<file path="config.mk">
export PLATFORM = sky130hd
export DESIGN_NAME = mcu_fetch
export DESIGN_NICKNAME = d
export VERILOG_FILES = /design/src/rtl/mcu_fetch.sv
export SDC_FILE = /design/constraint.sdc
export NUM_CORES = 1
export LEC_CHECK = 0
export ABC_AREA = 1
export CAP_MARGIN = 20
export CORE_UTILIZATION = 30
export CTS_BUF_LIST = sky130_fd_sc_hd__clkbuf_4 sky130_fd_sc_hd__clkbuf_8
export CTS_CLUSTER_DIAMETER = 200
export DETAILED_ROUTE_END_ITERATION = 10
export PLACE_DENSITY_LB_ADDON = 0.1
export SYNTH_ARGS = -nofsm -noshare
export SYNTH_HDL_FRONTEND = slang
export SYNTH_SLANG_ARGS = --single-unit
</file>
<file path="constraint.sdc">
create_clock -name clk -period 11.4 [get_ports clk]
set_clock_uncertainty 0.2 [all_clocks]
set_input_delay 2.28 -clock clk [delete_from_list [all_inputs] [get_ports clk]]
set_output_delay 2.28 -clock clk [all_outputs]
set_load 0.01 [all_outputs]
</file>
<file path="src/rtl/mcu_fetch.sv">
`default_nettype none
// ==== mcu_fetch : PC, in-order imem fetch, fetch queue toward decode, EX redirect ====
// ==== Revision 1.0 ====
module mcu_fetch #(
  parameter logic [31:0] RESET_PC = 32'h0000_0000,
  parameter int          FQ_DEPTH = 2
) (
  input  logic        clk,
  input  logic        rst_n,
  output logic        imem_req_valid,
  input  logic        imem_req_ready,
  output logic [31:0] imem_req_addr,
  input  logic        imem_rsp_valid,
  input  logic [31:0] imem_rsp_data,
  input  logic        redirect_valid,
  input  logic [31:0] redirect_target,
  output logic        if_valid,
  input  logic        if_ready,
  output logic [31:0] if_pc,
  output logic [31:0] if_instr,
  output logic        if_fault
);

  localparam int            PW        = (FQ_DEPTH > 1) ? $clog2(FQ_DEPTH) : 1;
  localparam int            CW        = $clog2(FQ_DEPTH + 1);
  localparam logic [PW-1:0] LAST_IDX  = PW'(FQ_DEPTH - 1);
  localparam logic [CW:0]   DEPTH_W   = (CW + 1)'(FQ_DEPTH);
  localparam logic [31:0]   NOP_INSTR = 32'h0000_0013;

  logic          started;
  logic          halted;
  logic [31:0]   pc;
  logic [CW-1:0] outstanding;
  logic [CW-1:0] drop_cnt;

  logic [31:0]   q_pc    [FQ_DEPTH];
  logic [31:0]   q_instr [FQ_DEPTH];
  logic          q_fault [FQ_DEPTH];
  logic [PW-1:0] q_head;
  logic [PW-1:0] q_tail;
  logic [CW-1:0] q_count;

  logic [31:0]   af_addr [FQ_DEPTH];
  logic [PW-1:0] af_head;
  logic [PW-1:0] af_tail;

  logic          req_fire;
  logic          rsp_seen;
  logic          rsp_keep;
  logic          deq;
  logic          misaligned;
  logic [CW:0]   credit_used;

  function automatic logic [PW-1:0] next_ptr(input logic [PW-1:0] p);
    return (p == LAST_IDX) ? '0 : p + PW'(1);
  endfunction

  // Credit counts both in-flight and buffered entries; same-cycle frees are not bypassed.
  assign credit_used    = {1'b0, outstanding} + {1'b0, q_count};
  assign imem_req_valid = started && !halted && !redirect_valid && (credit_used < DEPTH_W);
  assign imem_req_addr  = pc;
  assign req_fire       = imem_req_valid && imem_req_ready;

  // A response with nothing outstanding is a leftover from before reset.
  assign rsp_seen   = imem_rsp_valid && (outstanding != '0);
  assign rsp_keep   = rsp_seen && (drop_cnt == '0) && !redirect_valid;
  assign misaligned = (redirect_target[1:0] != 2'b00);

  assign if_valid = (q_count != '0);
  assign deq      = if_valid && if_ready;
  assign if_pc    = if_valid ? q_pc[q_head]    : 32'h0;
  assign if_instr = if_valid ? q_instr[q_head] : 32'h0;
  assign if_fault = if_valid ? q_fault[q_head] : 1'b0;

  always_ff @(posedge clk or negedge rst_n) begin
    if (!rst_n) begin
      started <= 1'b0;
      halted  <= 1'b0;
      pc      <= RESET_PC;
    end else begin
      started <= 1'b1;
      if (redirect_valid) begin
        if (misaligned) begin
          halted <= 1'b1;
        end else begin
          halted <= 1'b0;
          pc     <= redirect_target;
        end
      end else if (req_fire) begin
        pc <= pc + 32'd4;
      end
    end
  end

  always_ff @(posedge clk or negedge rst_n) begin
    if (!rst_n) begin
      outstanding <= '0;
      drop_cnt    <= '0;
    end else begin
      outstanding <= outstanding + CW'(req_fire) - CW'(rsp_seen);
      if (redirect_valid) begin
        drop_cnt <= outstanding - CW'(rsp_seen);
      end else if (rsp_seen && (drop_cnt != '0)) begin
        drop_cnt <= drop_cnt - CW'(1);
      end
    end
  end

  always_ff @(posedge clk or negedge rst_n) begin
    if (!rst_n) begin
      q_head  <= '0;
      q_tail  <= '0;
      q_count <= '0;
    end else if (redirect_valid) begin
      q_head <= '0;
      if (misaligned) begin
        q_tail  <= next_ptr('0);
        q_count <= CW'(1);
      end else begin
        q_tail  <= '0;
        q_count <= '0;
      end
    end else begin
      if (rsp_keep) q_tail <= next_ptr(q_tail);
      if (deq)      q_head <= next_ptr(q_head);
      q_count <= q_count + CW'(rsp_keep) - CW'(deq);
    end
  end

  // Payload storage needs no reset: outputs are gated by if_valid.
  always_ff @(posedge clk) begin
    if (redirect_valid) begin
      if (misaligned) begin
        q_pc[0]    <= redirect_target;
        q_instr[0] <= NOP_INSTR;
        q_fault[0] <= 1'b1;
      end
    end else if (rsp_keep) begin
      q_pc[q_tail]    <= af_addr[af_head];
      q_instr[q_tail] <= imem_rsp_data;
      q_fault[q_tail] <= 1'b0;
    end
  end

  always_ff @(posedge clk or negedge rst_n) begin
    if (!rst_n) begin
      af_head <= '0;
      af_tail <= '0;
    end else if (redirect_valid) begin
      af_head <= '0;
      af_tail <= '0;
    end else begin
      if (req_fire) af_tail <= next_ptr(af_tail);
      if (rsp_keep) af_head <= next_ptr(af_head);
    end
  end

  always_ff @(posedge clk) begin
    if (req_fire) af_addr[af_tail] <= pc;
  end

endmodule
`default_nettype wire
</file>
Word-level counts from Yosys, hierarchy flattened
Memories as Yosys holds them, arrays and structs flattened.
Index checks and enable logic that the tools add are counted.
Widths: inputs -> output; s select.
{"block": "op_classes", "add_sub_neg": 12, "mul": 0, "div_mod_pow": 0, "n_lt_le_gt_ge": 1, "n_eq_ne": 1, "shift": 0, "mux": 39, "bitwise_logic": 0, "n_reduce_logical": 24}
{"operator": "$mux 32", "count": 7}
{"operator": "$reduce_or 32->1", "count": 2}
{"operator": "$add 32x3->32 const B", "count": 1}
{"operator": "$mux 1", "count": 29}
{"operator": "$reduce_bool 2->1", "count": 8}
{"operator": "$logic_and 1x1->1", "count": 9}
{"operator": "$mux 2", "count": 3}
{"operator": "$sub 2x1->2", "count": 3}
{"operator": "$add 1x1->1 const B", "count": 4}
{"operator": "$add 2x1->2", "count": 2}
{"operator": "$add 2x2->3", "count": 1}
{"operator": "$lt 3x2->1 const B", "count": 1}
{"operator": "$logic_not 1->1", "count": 2}
{"operator": "$logic_not 2->1", "count": 1}
{"operator": "$ne 2x2->1 const B", "count": 1}
{"operator": "$reduce_and 2->1", "count": 1}
{"operator": "$sub 2x1->2 const B", "count": 1}
{"operator": "$reduce_or 1->1", "count": 1}
{"block": "totals", "reg_bits": 44, "latchBits": 0, "ram_bits": 194, "rom_bits": 0, "in_bits": 70, "output_inout_bits": 99, "word_cells": 91, "mem_count": 4}
{"memory": "af_addr", "words": 2, "width": 32, "read_ports": 1, "rd_ports_with_merged_regs": 0, "wr": 1, "line_no": "43", "source": "logic [31:0] af_addr [FQ_DEPTH];"}
{"memory": "q_instr", "words": 2, "width": 32, "read_ports": 1, "rd_ports_with_merged_regs": 0, "wr": 1, "line_no": "37", "source": "logic [31:0] q_instr [FQ_DEPTH];"}
{"memory": "q_pc", "words": 2, "width": 32, "read_ports": 1, "rd_ports_with_merged_regs": 0, "wr": 1, "line_no": "36", "source": "logic [31:0] q_pc [FQ_DEPTH];"}
{"memory": "q_fault", "words": 2, "width": 1, "read_ports": 1, "rd_ports_with_merged_regs": 0, "wr": 1, "line_no": "38", "source": "logic q_fault [FQ_DEPTH];"}

Logic depth before layout (Yosys ltp)
Gate-level depths: netlist (run 1).
{"block": "logic_depth", "ltp_word": 9, "ltp_mapped": 12, "depth_no_buf": 10}

Least setup slack after synthesis (run 1)
Ideal clock, no wire load.
{"block": "synth_path", "path_kind": "input to register", "from": "input imem_rsp_valid", "to": "memory q_fault[1], enable pin", "setup_ns": 0.489, "t_arrival_ns": 5.704, "required_ns": 10.711, "path_slack_ns": 5.006, "stages": 8, "path_buffers": 2, "path_cell_list": "o21ai_1 -> inv_2 -> nand2_2 -> nor2_4 -> inv_2 -> buf_6 -> buf_6 -> nor2_1"}
{"block": "synth_via", "elab_chain_len": 8, "word_cells_on_any_way": 9, "cone_classes": "mux: 5; reduce/logical: 4"}
{"element": "start, declared", "line_no": "13", "source": "input logic imem_rsp_valid,"}
{"element": "$logic_and 1x1->1 *", "line_no": "65", "source": "assign rsp_seen = imem_rsp_valid && (outstanding != '0);"}
{"element": "$logic_and 1x1->1 * (2 in series)", "line_no": "66", "source": "assign rsp_keep = rsp_seen && (drop_cnt == '0) && !redirect_valid;"}
{"element": "$mux 1 *", "line_no": "138", "source": "end else if (rsp_keep) begin"}
{"element": "$mux 1 *", "line_no": "132", "source": "if (redirect_valid) begin"}
{"element": "$mux 1 (implied by the code) *", "line_no": "141", "source": "q_fault[q_tail] <= 1'b0;"}
{"element": "$reduce_or 1->1 (no line)"}
{"element": "$mux 1 (no line)"}
{"element": "end, declared", "line_no": "38"}
Every way passes the cells marked *; elsewhere a longest branch is shown, timed or not.

Worst setup path in the final report (run 1)
{"block": "layout_path", "from": "input redirect_valid", "to": "output imem_req_valid"}
{"block": "layout_via", "elab_chain_len": 3}
{"element": "start, declared", "line_no": "15", "source": "input logic redirect_valid,"}
{"element": "$logic_not 1->1", "line_no": "60", "source": "assign imem_req_valid = started && !halted && !redirect_valid && (credit_used < DEPTH_W);"}
{"element": "$logic_and 1x1->1 (2 in series)", "line_no": "60"}
{"element": "end, declared", "line_no": "10", "source": "output logic imem_req_valid,"}
No other way between the ends.

==> results.rst, run 1 <==
.. list-table::
   :header-rows: 1

   * - Metric
     - Value
   * - Die outline width
     - 191 um
   * - Number of enable-type register cells in the synthesized netlist
     - 194
   * - Total congestion overflow
     - 0
   * - TritonCTS clock tree
     - built
   * - Most frequently used flop master after synthesis
     - sky130_fd_sc_hd__edfxtp_1
   * - Remaining design rule violation count
     - 0
   * - Logic pwr share
     - 0.279
   * - Number of hold buffers added after CTS
     - 0
   * - Synth area leaders
     - sky130_fd_sc_hd__edfxtp_1, sky130_fd_sc_hd__nand2_1, sky130_fd_sc_hd__dfrtp_1
   * - Mapped Cells
     - 1082
   * - Die Y-Extent
     - 191 um
   * - Arithmetic-cell share of the synthesized area counting full adders, half adders and majority gates
     - 0.0100
   * - Clock network fraction of design power
     - 0.286
   * - Post-route fraction of the period consumed by the critical path
     - 0.581
   * - Maximum number of pins on one net before global-route repair
     - between 60 and 70
   * - Final setup violation count
     - 0
   * - Share of the synthesized netlist area taken by xor and xnor gates
     - 0.00979
   * - Metal1 wirelength
     - 13.6 mm
   * - Sequential Power Share
     - 0.435
   * - Detail-routed via count per cell
     - ~4.5
   * - Core footprint
     - 0.0349 sq mm
   * - Switching part of the total
     - 0.322
   * - Final HPWL DP
     - 18.3 mm
   * - Synth top area share
     - 0.542
   * - DR vias
     - 7804
   * - Top metal layer carrying routed signals
     - met4
   * - Power density normalized to cell area
     - 199 mW/mm^2
   * - Result of the run
     - finished clean
   * - Leading cell type by number of instances after synthesis
     - sky130_fd_sc_hd__nand2_1
   * - Number of DRC violations after detailed-routing iteration 0
     - about 370
   * - Wire length of the first global-routing pass
     - 43.3 mm
   * - Number of pins exceeding their max-slew limit in the final report
     - 0
   * - Max Cap Viol
     - 0
   * - Final antenna diode count
     - 0
   * - Worst r2r path cells
     - 7
   * - Antenna viol nets, final
     - 0
   * - Reported net switching power
     - 880 uW
   * - Number of warnings printed during yosys synthesis
     - 0
   * - Area overhead of the layout relative to synthesis
     - 27.6%
   * - Initial antenna violation count
     - 0
   * - Hold Vio Cnt, Final
     - 0
   * - TritonCTS sink count
     - 238
   * - Row count
     - between 60 and 70
   * - Die area
     - 0.0366 sq mm
   * - Final weighted congestion in routability-driven placement
     - 0.781
   * - Largest fanout of any net on the critical path
     - 15
   * - Global Route Usage Sum
     - 0.157
   * - Cell taking the most area after synthesis
     - sky130_fd_sc_hd__edfxtp_1
   * - Clock buffer count from CTS
     - 44
   * - Highest clock frequency the design can meet
     - 0.151 GHz
   * - Library cell used as clock root buffer
     - sky130_fd_sc_hd__clkbuf_8
   * - Tightest Pin Transition
     - roughly 0.97 ns
   * - Setup_tns
     - 0 ns
   * - Number of buffers on the longest clock path
     - 3
   * - Unrepaired setup endpoints after global routing
     - false
   * - Internal power
     - 1850 uW
   * - Number of library cell types mapped by synthesis
     - 34
   * - Wire length on met2
     - 12.9 mm
   * - Initial core utilization
     - 0.308
   * - Mapped Avg Cell Area
     - 9.93 sq um
   * - IO buf count
     - 168
   * - Fin nets
     - 1336
   * - Synth Net Count
     - 1160
   * - H-tree depth
     - 2
   * - Post-Place Cells
     - about 1700
   * - Non-filler cells, final
     - 1743
   * - Fraction of registers with async set/reset
     - 0.185
   * - Multiplexer share of the synthesized area
     - 0
   * - First drt pass iteration count
     - 4
   * - Number of inserted filler cells in the final layout
     - approximately 3500
   * - Summed instance area of the synthesized netlist
     - 0.0107 sq mm
   * - Internal reg-to-reg setup slack
     - ~7.9 ns
   * - Standby leakage power
     - 0.00534 uW
   * - Largest family of logic cells by synthesized area
     - simple AND/OR/NAND/NOR gates
   * - Number of top-level pins
     - 169
   * - Number of global-route vias before repair
     - 7529
   * - Clk pin slew, worst setup/hold paths
     - 0.06 ns
   * - CP endpoint kind
     - output port
   * - Ranking of synthesized cells by instance count
     - sky130_fd_sc_hd__nand2_1, sky130_fd_sc_hd__edfxtp_1, sky130_fd_sc_hd__inv_1
   * - Signal arrival time at the worst endpoint
     - between 4 and 5 ns
   * - Share of synthesized area occupied by flip-flops and latches
     - 0.645
   * - Register bit count reported by yosys
     - 238
   * - Proportion of layout cells with a drive suffix above 1
     - 0.0854
   * - Critical path type
     - in -> out
   * - Critical R2R Capture
     - af_addr[1][25]
   * - Startpoint type of the worst setup path
     - input pin
   * - Worst supply voltage drop on vdd
     - about 0.000077 V
   * - Worst hold-check path type
     - reg -> reg
   * - Routed Wire Length
     - approximately 28 mm
   * - Headroom to the max-slew limit
     - 0.354
   * - Post-route minimum period
     - around 6.6 ns
   * - Number of cells on the worst hold path
     - 2
   * - Routed length on met3
     - around 1.3 mm
   * - Share of the synthesized area in compound gates (AO/OA/AOI/OAI)
     - 0.0896
   * - Clock insertion delay at the later pin of the skew report
     - 0.55 ns
   * - Total of cells resized after clock tree synthesis
     - 0
   * - Hold EP
     - q_tail
   * - Required time reported for the critical path endpoint
     - 8.92 ns
   * - Post-CTS Setup Inserts
     - 0
   * - Reg2Reg Launch Point
     - q_count[0]
   * - WL/cell
     - roughly 16 um
   * - Hold path startpoint
     - q_tail
   * - Basic-gate share of the synthesized area counting and, or, nand and nor cells
     - 0.175
flip-flops by register name (all words and copies together), names as in the netlist:
name	count
q_tail	1
drop_cnt	2
q_count	2
halted	1
q_head	1
af_tail	1
af_addr	64
q_fault	2
q_instr	64
outstanding	2
af_head	1
imem_req_addr	32
q_pc	64
started	1
power groups by stage:
stage          combinational [uW]  sequential (uW)  clock (uW)
6_report                      763             1190         782
5_1_grt                       847             1210         849
4_1_cts                       765             1200         810
3_5_place_dp                  761             1220           0
3_3_place_gp                  758             1220           0
2_1_floorplan                 390             1170           0
placed cells by master (no fill, tap or decap), types with 2 or more instances in the layout:
cell / n
sky130_fd_sc_hd__nand3_1: 37
sky130_fd_sc_hd__clkbuf_8: 47
sky130_fd_sc_hd__nand4_1: 4
sky130_fd_sc_hd__nor2_1: 85
sky130_fd_sc_hd__clkbuf_4: 20
sky130_fd_sc_hd__buf_4: 11
sky130_fd_sc_hd__clkdlybuf4s50_1: 167
sky130_fd_sc_hd__o211ai_1: 26
sky130_fd_sc_hd__ha_1: 7
sky130_fd_sc_hd__and2_1: 2
sky130_fd_sc_hd__clkinv_2: 2
sky130_fd_sc_hd__xor2_1: 7
sky130_fd_sc_hd__or2_1: 3
sky130_fd_sc_hd__inv_2: 5
sky130_fd_sc_hd__xnor2_1: 5
sky130_fd_sc_hd__o21ai_0: 72
sky130_fd_sc_hd__nor2_2: 5
sky130_fd_sc_hd__nor2_4: 7
sky130_fd_sc_hd__clkinv_1: 6
sky130_fd_sc_hd__edfxtp_1: 194
sky130_fd_sc_hd__a21oi_1: 74
sky130_fd_sc_hd__dfrtp_1: 42
sky130_fd_sc_hd__inv_1: 130
sky130_fd_sc_hd__nand2_1: 306
sky130_fd_sc_hd__nand2_2: 5
sky130_fd_sc_hd__nor3_1: 4
sky130_fd_sc_hd__dfrtp_2: 2
sky130_fd_sc_hd__o221ai_1: 2
sky130_fd_sc_hd__clkinvlp_4: 2
critical path, cell delays in order:
cell,delay (ns)
sky130_fd_sc_hd__clkdlybuf4s50_1,0.78
sky130_fd_sc_hd__nor2_1,0.32
sky130_fd_sc_hd__nand2_1,0.07
sky130_fd_sc_hd__nor3_1,0.13
sky130_fd_sc_hd__clkdlybuf4s50_1,0.56
through the flow:
stage	hold slack [ns]	power (uW)	cell area [sq um]	setup slack (ns)	util
3_3_place_gp	0.296	1980	12800	4.76	0.368
5_1_grt	0.347	2900	13700	4.62	0.393
6_report	0.318	2730	13700	4.78	0.393
2_1_floorplan	0.278	1560	10700	5.01	-
4_1_cts	0.321	2780	13700	4.76	0.392
3_5_place_dp	0.308	1980	12800	4.77	0.368
cells by family (layout without fill, tap and decap cells):
family,Yosys count,count (layout)
adder cells (fa/ha/maj),8,8
AND/OR/NAND/NOR,460,460
AO/OA/AOI/OAI,177,177
flip-flops,238,238
buffers and inverters,186,392
XOR/XNOR,12,12
other,1,1
layer usage:
layer  vias to the layer above  global-route usage
met4                         0              0.0485
li1                       3918                   -
met1                      3644               0.221
met5                         -                   0
met3                        49              0.0257
met2                       193               0.246
worst max-delay path by stage:
stage | from | to | slack (ns)
6_report | redirect_valid | imem_req_valid | 4.78
5_1_grt | redirect_valid | imem_req_valid | 4.62
4_1_cts | redirect_valid | imem_req_valid | 4.76
3_5_place_dp | redirect_valid | imem_req_valid | 4.77
3_3_place_gp | redirect_valid | imem_req_valid | 4.76
2_1_floorplan | imem_rsp_valid | q_fault[1] | 5.01
final cells by class:
type                            instances  area (sq um)  share of cell area
Sequential cell                       238          6930               0.506
Multi-Input combinational cell        658          3070               0.224
Timing Repair Buffer                  180          1780               0.130
Clock buffer                           67           797              0.0582
Tap cell                              455           569              0.0415
Inverter                              136           510              0.0373
Clock inverter                          9          43.8             0.00320
Power figures use the tool's default switching activity.
==> run 2: changes to the inputs <==
==> constraint.sdc (replaced) <==
create_clock -name clk -period 6.45 [get_ports clk]
set_clock_uncertainty 0.2 [all_clocks]
set_input_delay 1.29 -clock clk [delete_from_list [all_inputs] [get_ports clk]]
set_output_delay 1.29 -clock clk [all_outputs]
set_load 0.01 [all_outputs]
==> run 2 against run 1 <==
Net effect: critical path depth is the same; global-route usage grew 0.31 points; die area is the same; count of clock-buffer cells in the layout shrank 5; via count grew 0.41%.
==> results.rst, run 2 (synthesis results as in run 1) <==
.. list-table::
   :header-rows: 1

   * - Metric
     - Value
   * - H-tree depth
     - 2 (unchanged)
   * - Signal arrival time at the worst endpoint
     - 3.24 ns (-0.90 ns)
   * - Largest fanout of any net on the critical path
     - 15 (unchanged)
   * - Max Cap Viol
     - 0 (unchanged)
   * - Routed Wire Length
     - 29.0 mm (+2.3%)
   * - Number of hold buffers added after CTS
     - 0 (unchanged)
   * - Library cell used as clock root buffer
     - sky130_fd_sc_hd__clkbuf_8
   * - Headroom to the max-slew limit
     - 0.345 (-0.00883)
   * - Final antenna diode count
     - 0 (unchanged)
   * - Wire length of the first global-routing pass
     - 44.3 mm (+2.4%)
   * - Highest clock frequency the design can meet
     - 0.212 GHz
   * - Clock insertion delay at the later pin of the skew report
     - 0.52 ns (-0.03 ns)
   * - Required time reported for the critical path endpoint
     - 4.96 ns (-3.96 ns)
   * - Row count
     - 68 (unchanged)
   * - Tightest Pin Transition
     - 0.983 ns (+0.0155 ns)
   * - Overall power consumption
     - 4830 uW (+77%)
   * - Number of global-route vias before repair
     - 7577 (+0.64%)
   * - WL/cell
     - 16.7 um (+2.5%)
   * - Standby leakage power
     - 0.00533 uW (-0.18%)
   * - CP max-delay cell
     - sky130_fd_sc_hd__clkdlybuf4s50_1
   * - Number of top-level pins
     - 169 (unchanged)
   * - Most frequent standard cell in the layout excluding fill and tap cells
     - sky130_fd_sc_hd__nand2_1
   * - Post-route minimum period
     - ~4.7 ns
   * - Number of pins exceeding their max-slew limit in the final report
     - 0 (unchanged)
   * - TritonCTS clock tree
     - built
   * - Worst path max stage delay
     - 0.83 ns (+0.05 ns)
   * - Result of the run
     - finished clean
   * - Post-route fraction of the period consumed by the critical path
     - 0.733
   * - Maximum number of pins on one net before global-route repair
     - 68 (unchanged)
   * - Top cell by count, worst path
     - sky130_fd_sc_hd__clkdlybuf4s50_1
   * - DR vias
     - 7836 (+0.41%)
   * - Global Route Usage Sum
     - 0.160 (+0.00315)
   * - Number of buffers on the longest clock path
     - 3 (unchanged)
   * - Final setup violation count
     - 0 (unchanged)
   * - Proportion of layout cells with a drive suffix above 1
     - 0.0794 (-0.00596)
   * - Startpoint type of the worst setup path
     - input pin
   * - Area overhead of the layout relative to synthesis
     - 27.4%
   * - Die outline width
     - 191 um (unchanged)
   * - Core footprint
     - 0.0349 sq mm (unchanged)
   * - Die area
     - 0.0366 sq mm (unchanged)
   * - Final HPWL DP
     - 18.9 mm (+2.9%)
   * - TritonCTS sink count
     - 238 (unchanged)
   * - Fin nets
     - 1335 (-0.075%)
   * - Setup_tns
     - 0 ns (unchanged)
   * - Total congestion overflow
     - 0 (unchanged)
   * - Worst hold-check path type
     - reg -> reg
   * - Largest registers ranked by flip-flop count
     - af_addr x64, q_instr x64, q_pc x64
   * - Internal reg-to-reg setup slack
     - 3.22 ns (-4.65 ns)
   * - Initial antenna violation count
     - 0 (unchanged)
   * - Worst supply voltage drop on vdd
     - 0.000139 V (+81%)
   * - Detail-routed via count per cell
     - 4.51 (+0.64%)
   * - Power density normalized to cell area
     - 353 mW/mm^2 (+77%)
   * - Series of cell instances along the critical path
     - clkdlybuf4s50_1, nor2_1, nand2_1, nor3_1, clkdlybuf4s50_1
   * - Die Y-Extent
     - 191 um (unchanged)
   * - Critical path type
     - in -> out
   * - Most frequent cells in the layout
     - sky130_fd_sc_hd__nand2_1, sky130_fd_sc_hd__edfxtp_1, sky130_fd_sc_hd__clkdlybuf4s50_1
   * - Post-CTS Setup Inserts
     - 0 (unchanged)
   * - Clock buffer count from CTS
     - 43 (-2.3%)
   * - Hold Vio Cnt, Final
     - 0 (unchanged)
   * - First drt pass iteration count
     - 5 (+1)
   * - Number of DRC violations after detailed-routing iteration 0
     - 504 (+37%)
   * - Total of cells resized after clock tree synthesis
     - 0 (unchanged)
   * - Antenna viol nets, final
     - 0 (unchanged)
   * - Final weighted congestion in routability-driven placement
     - 0.784 (+0.40%)
   * - Final worst hold slack
     - 0.314 ns (-0.00371 ns)
   * - Initial core utilization
     - 0.308 (unchanged)
   * - CP endpoint kind
     - output port
   * - Unrepaired setup endpoints after global routing
     - false
   * - IO buf count
     - 168 (unchanged)
   * - Remaining design rule violation count
     - 0 (unchanged)
   * - Clk pin slew, worst setup/hold paths
     - 0.05 ns (about the same)
-- run 2: worst paths after layout --
| check | start | endpoint | depth (start not counted) |
|---|---|---|---|
| min | imem_req_addr[0] | af_addr[1][0] | 0 |
| max reg2reg | q_count[0] | imem_req_addr[13] | 10 |
| min reg2reg | imem_req_addr[0] | af_addr[1][0] | 0 |
| max | redirect_valid | imem_req_valid | 5 |
| max in group asynchronous | rst_n | q_head | 2 |
| min in group asynchronous | rst_n | imem_req_addr[23] | 2 |
-- run 2: layer usage --
metal  wire, um  vias up  track usage  part of all wire
met4        354        0       0.0375             0.012
met2      12800      203        0.243              0.44
li1           -     3918            -                 -
met5          0        -            0                 0
met1      14300     3686        0.232              0.49
met3       1510       29       0.0336             0.052
-- run 2: final cells by class --
cell class | instances | area [sq um]
inverter | 136 | 510
clock inverter | 10 | 63.8
clock buffer | 62 | 759
timing repair buffer | 180 | 1780
tap | 455 | 569
fill | 3511 | 21200
sequential | 238 | 6930
multi-input combinational | 658 | 3070
-- run 2: worst max-delay path: cells and delay by family --
family | cells | cell delay, ns
buffers and inverters | 2 | 1.39
AND/OR/NAND/NOR | 3 | 0.55
-- run 2: per-stage QoR --
| step | cell area (sq um) | cells | utilization | worst slack (ns) |
|---|---|---|---|---|
| 2_1_floorplan | 10700 | 1082 | - | 1.05 |
| 3_3_place_gp | 12800 | 1666 | 0.368 | 1.75 |
| 3_5_place_dp | 12800 | 1666 | 0.368 | 1.72 |
| 4_1_cts | 13700 | 1738 | 0.392 | 1.74 |
| 5_1_grt | 13700 | 1739 | 0.392 | 1.66 |
| 6_report | 13700 | 1739 | 0.392 | 1.72 |
-- run 2: report_power, final --
group          switching (uW)  total, uW  internal (uW)
combinational             762       1360            598
sequential                202       2100           1900
clock                     583       1370            786
total                    1550       4830           3280
==> run 3: changes to the inputs <==
==> constraint.sdc (replaced) <==
create_clock -name clk -period 4.2 [get_ports clk]
set_clock_uncertainty 0.2 [all_clocks]
set_input_delay 0.84 -clock clk [delete_from_list [all_inputs] [get_ports clk]]
set_output_delay 0.84 -clock clk [all_outputs]
set_load 0.01 [all_outputs]
==> run 3 against run 2 <==
Net effect: sequential power increased by 54%; sequential share of layout area down 0.62 points; global-route usage is 0.18 points higher.
==> results.rst, run 3 (synthesis results as in run 1) <==
.. list-table::
   :header-rows: 1

   * - Metric
     - Value
   * - Internal power
     - 5140 uW (+57%)
   * - Number of pins exceeding their max-slew limit in the final report
     - 0 (unchanged)
   * - Final setup violation count
     - 0 (unchanged)
   * - Area overhead of the layout relative to synthesis
     - 29.0%
   * - Largest registers ranked by flip-flop count
     - af_addr x64, q_instr x64, q_pc x64
   * - Most frequent standard cell in the layout excluding fill and tap cells
     - sky130_fd_sc_hd__nand2_1
   * - IO buf count
     - 168 (unchanged)
   * - CP max-delay cell
     - sky130_fd_sc_hd__buf_4
   * - DR vias
     - 7826 (-0.13%)
   * - Final weighted congestion in routability-driven placement
     - 0.773 (-1.3%)
   * - Remaining design rule violation count
     - 0 (unchanged)
   * - H-tree depth
     - 2 (unchanged)
   * - Critical path type
     - reg -> out
   * - Tightest Pin Transition
     - 0.839 ns (-0.143 ns)
   * - Largest fanout of any net on the critical path
     - 67 (+52)
   * - Worst supply voltage drop on vdd
     - 0.000297 V (+110%)
   * - Die outline width
     - 191 um (unchanged)
   * - Reported net switching power
     - 2380 uW (+54%)
   * - Max Cap Viol
     - 0 (unchanged)
   * - Final antenna diode count
     - 0 (unchanged)
   * - First drt pass iteration count
     - 5 (unchanged)
   * - Unrepaired setup endpoints after global routing
     - false
   * - Maximum number of pins on one net before global-route repair
     - 68 (unchanged)
   * - Setup slack of the critical path after layout
     - 0.607 ns (-1.12 ns)
   * - Detail-routed via count per cell
     - 4.47 (-0.87%)
   * - Number of DRC violations after detailed-routing iteration 0
     - 356 (-29%)
   * - Die area
     - 0.0366 sq mm (unchanged)
   * - Logic pwr share
     - 0.281 (about the same)
   * - Total congestion overflow
     - 0 (unchanged)
   * - Number of inserted filler cells in the final layout
     - 3549 (+1.1%)
   * - Required time reported for the critical path endpoint
     - 3.16 ns (-1.80 ns)
   * - Initial antenna violation count
     - 0 (unchanged)
   * - Number of top-level pins
     - 169 (unchanged)
   * - Routed Wire Length
     - 29.0 mm (about the same)
   * - Placement-stage worst setup slack
     - 0.912 ns (-0.810 ns)
   * - Final HPWL DP
     - 19.5 mm (+3.0%)
   * - Highest clock frequency the design can meet
     - about 0.28 GHz
   * - Most frequent cells in the layout
     - sky130_fd_sc_hd__nand2_1, sky130_fd_sc_hd__edfxtp_1, sky130_fd_sc_hd__clkdlybuf4s50_1
   * - Global Route Usage Sum
     - 0.162 (+0.00177)
   * - Number of hold buffers added after CTS
     - 0 (unchanged)
   * - Area of combinational cells with multiple inputs
     - 0.00307 sq mm (unchanged)
   * - Clock insertion delay at the later pin of the skew report
     - 0.53 ns (about the same)
   * - Library cell used as clock root buffer
     - sky130_fd_sc_hd__clkbuf_8
   * - Final worst hold slack
     - 0.123 ns (-0.191 ns)
   * - Worst path max stage delay
     - 0.59 ns (-0.24 ns)
   * - Fin nets
     - 1346 (+0.82%)
   * - Initial core utilization
     - 0.308 (unchanged)
   * - Switching part of the total
     - 0.317 (-0.00339)
   * - Standby leakage power
     - 0.00543 uW (+1.8%)
   * - Row count
     - 68 (unchanged)
   * - Proportion of layout cells with a drive suffix above 1
     - 0.0918 (+0.0123)
   * - Antenna viol nets, final
     - 0 (unchanged)
   * - Clock buffer count from CTS
     - 44 (+2.3%)
   * - TritonCTS clock tree
     - built
   * - WL/cell
     - 16.5 um (-0.77%)
   * - Post-CTS Setup Inserts
     - 0 (unchanged)
   * - Worst hold-check path type
     - in -> async
   * - Power density normalized to cell area
     - 543 mW/mm^2 (+54%)
   * - Wire length of the first global-routing pass
     - 44.7 mm (+0.75%)
   * - Result of the run
     - finished clean
   * - Core footprint
     - 0.0349 sq mm (unchanged)
   * - Die Y-Extent
     - 191 um (unchanged)
   * - Sequential standard cell area
     - 0.00693 sq mm (unchanged)
   * - Headroom to the max-slew limit
     - 0.440 (+0.0954)
   * - Sequential Power Share
     - 0.429 (-0.006)
   * - CP endpoint kind
     - output port
   * - Series of cell instances along the critical path
     - buf_4, nand2_1, a21oi_1, clkdlybuf4s50_1
   * - Number of global-route vias before repair
     - 7753 (+2.3%)
   * - Signal arrival time at the worst endpoint
     - 2.55 ns (-0.69 ns)
   * - Post-route fraction of the period consumed by the critical path
     - 0.856
   * - Post-route minimum period
     - 3.59 ns
   * - Utilization of the core after routing
     - 0.397 (+0.00488)
   * - Clock network fraction of design power
     - 0.290 (+0.007)
   * - Total of cells resized after clock tree synthesis
     - 0 (unchanged)
   * - Clk pin slew, worst setup/hold paths
     - 0.06 ns (about the same)
   * - Startpoint type of the worst setup path
     - flop
   * - Number of buffers on the longest clock path
     - 3 (unchanged)
   * - TritonCTS sink count
     - 238 (unchanged)
   * - Hold Vio Cnt, Final
     - 0 (unchanged)
   * - Setup_tns
     - 0 ns (unchanged)
## run 3: layout make-up
class | instances | area share
timing repair buffer | 190 | 0.137
clock inverter | 8 | 0.00424
multi-input combinational | 658 | 0.222
tap | 455 | 0.0411
sequential | 238 | 0.500
clock buffer | 67 | 0.0584
inverter | 136 | 0.0368
## run 3: metrics by stage
step	instances	instance area, sq um	total power (uW)
2_1_floorplan	1082	10700	4240
3_5_place_dp	1677	13000	5420
5_1_grt	1752	13900	8010
6_report	1752	13900	7530
4_1_cts	1752	13900	7660
3_3_place_gp	1677	13000	5410
## run 3: routing by layer
| metal | track usage | wire (um) | up-vias |
|---|---|---|---|
| met5 | 0 | 0 | - |
| met4 | 0.0473 | 510 | 0 |
| met3 | 0.0292 | 1510 | 39 |
| met2 | 0.257 | 13300 | 212 |
| met1 | 0.224 | 13700 | 3632 |
| li1 | - | - | 3943 |
## run 3: worst paths after layout
| check | startpoint | to | slack (ns) | cells after the start |
|---|---|---|---|---|
| worst min-delay path | rst_n | imem_req_addr[28] | 0.12 | 1 |
| worst min register to register | imem_req_addr[0] | af_addr[1][0] | 0.32 | 0 |
| max in group asynchronous | rst_n | af_head | 2.90 | 2 |
| worst max register to register | q_count[0] | af_addr[1][12] | 1.48 | 7 |
| worst max-delay path | q_head | if_pc[19] | 0.61 | 4 |
| min in group clk | imem_req_addr[0] | af_addr[1][0] | 0.32 | 0 |
## run 3: power groups by stage
stage	Clock, uW	Combinational (uW)	Sequential [uW]
after floorplan	0	1060	3180
after global placement	0	2140	3270
after detailed placement	0	2150	3270
after CTS	2270	2160	3230
after global routing	2380	2350	3270
final	2190	2110	3230
## run 3: worst max-delay path: cells and delay by family, from the launching register on
family / cells / cell delay (ns)
buffers and inverters: 2 / 1.17
and+or+nand+nor: 1 / 0.12
DFF: 1 / 0.36
AOI/OAI and AO/OA: 1 / 0.26
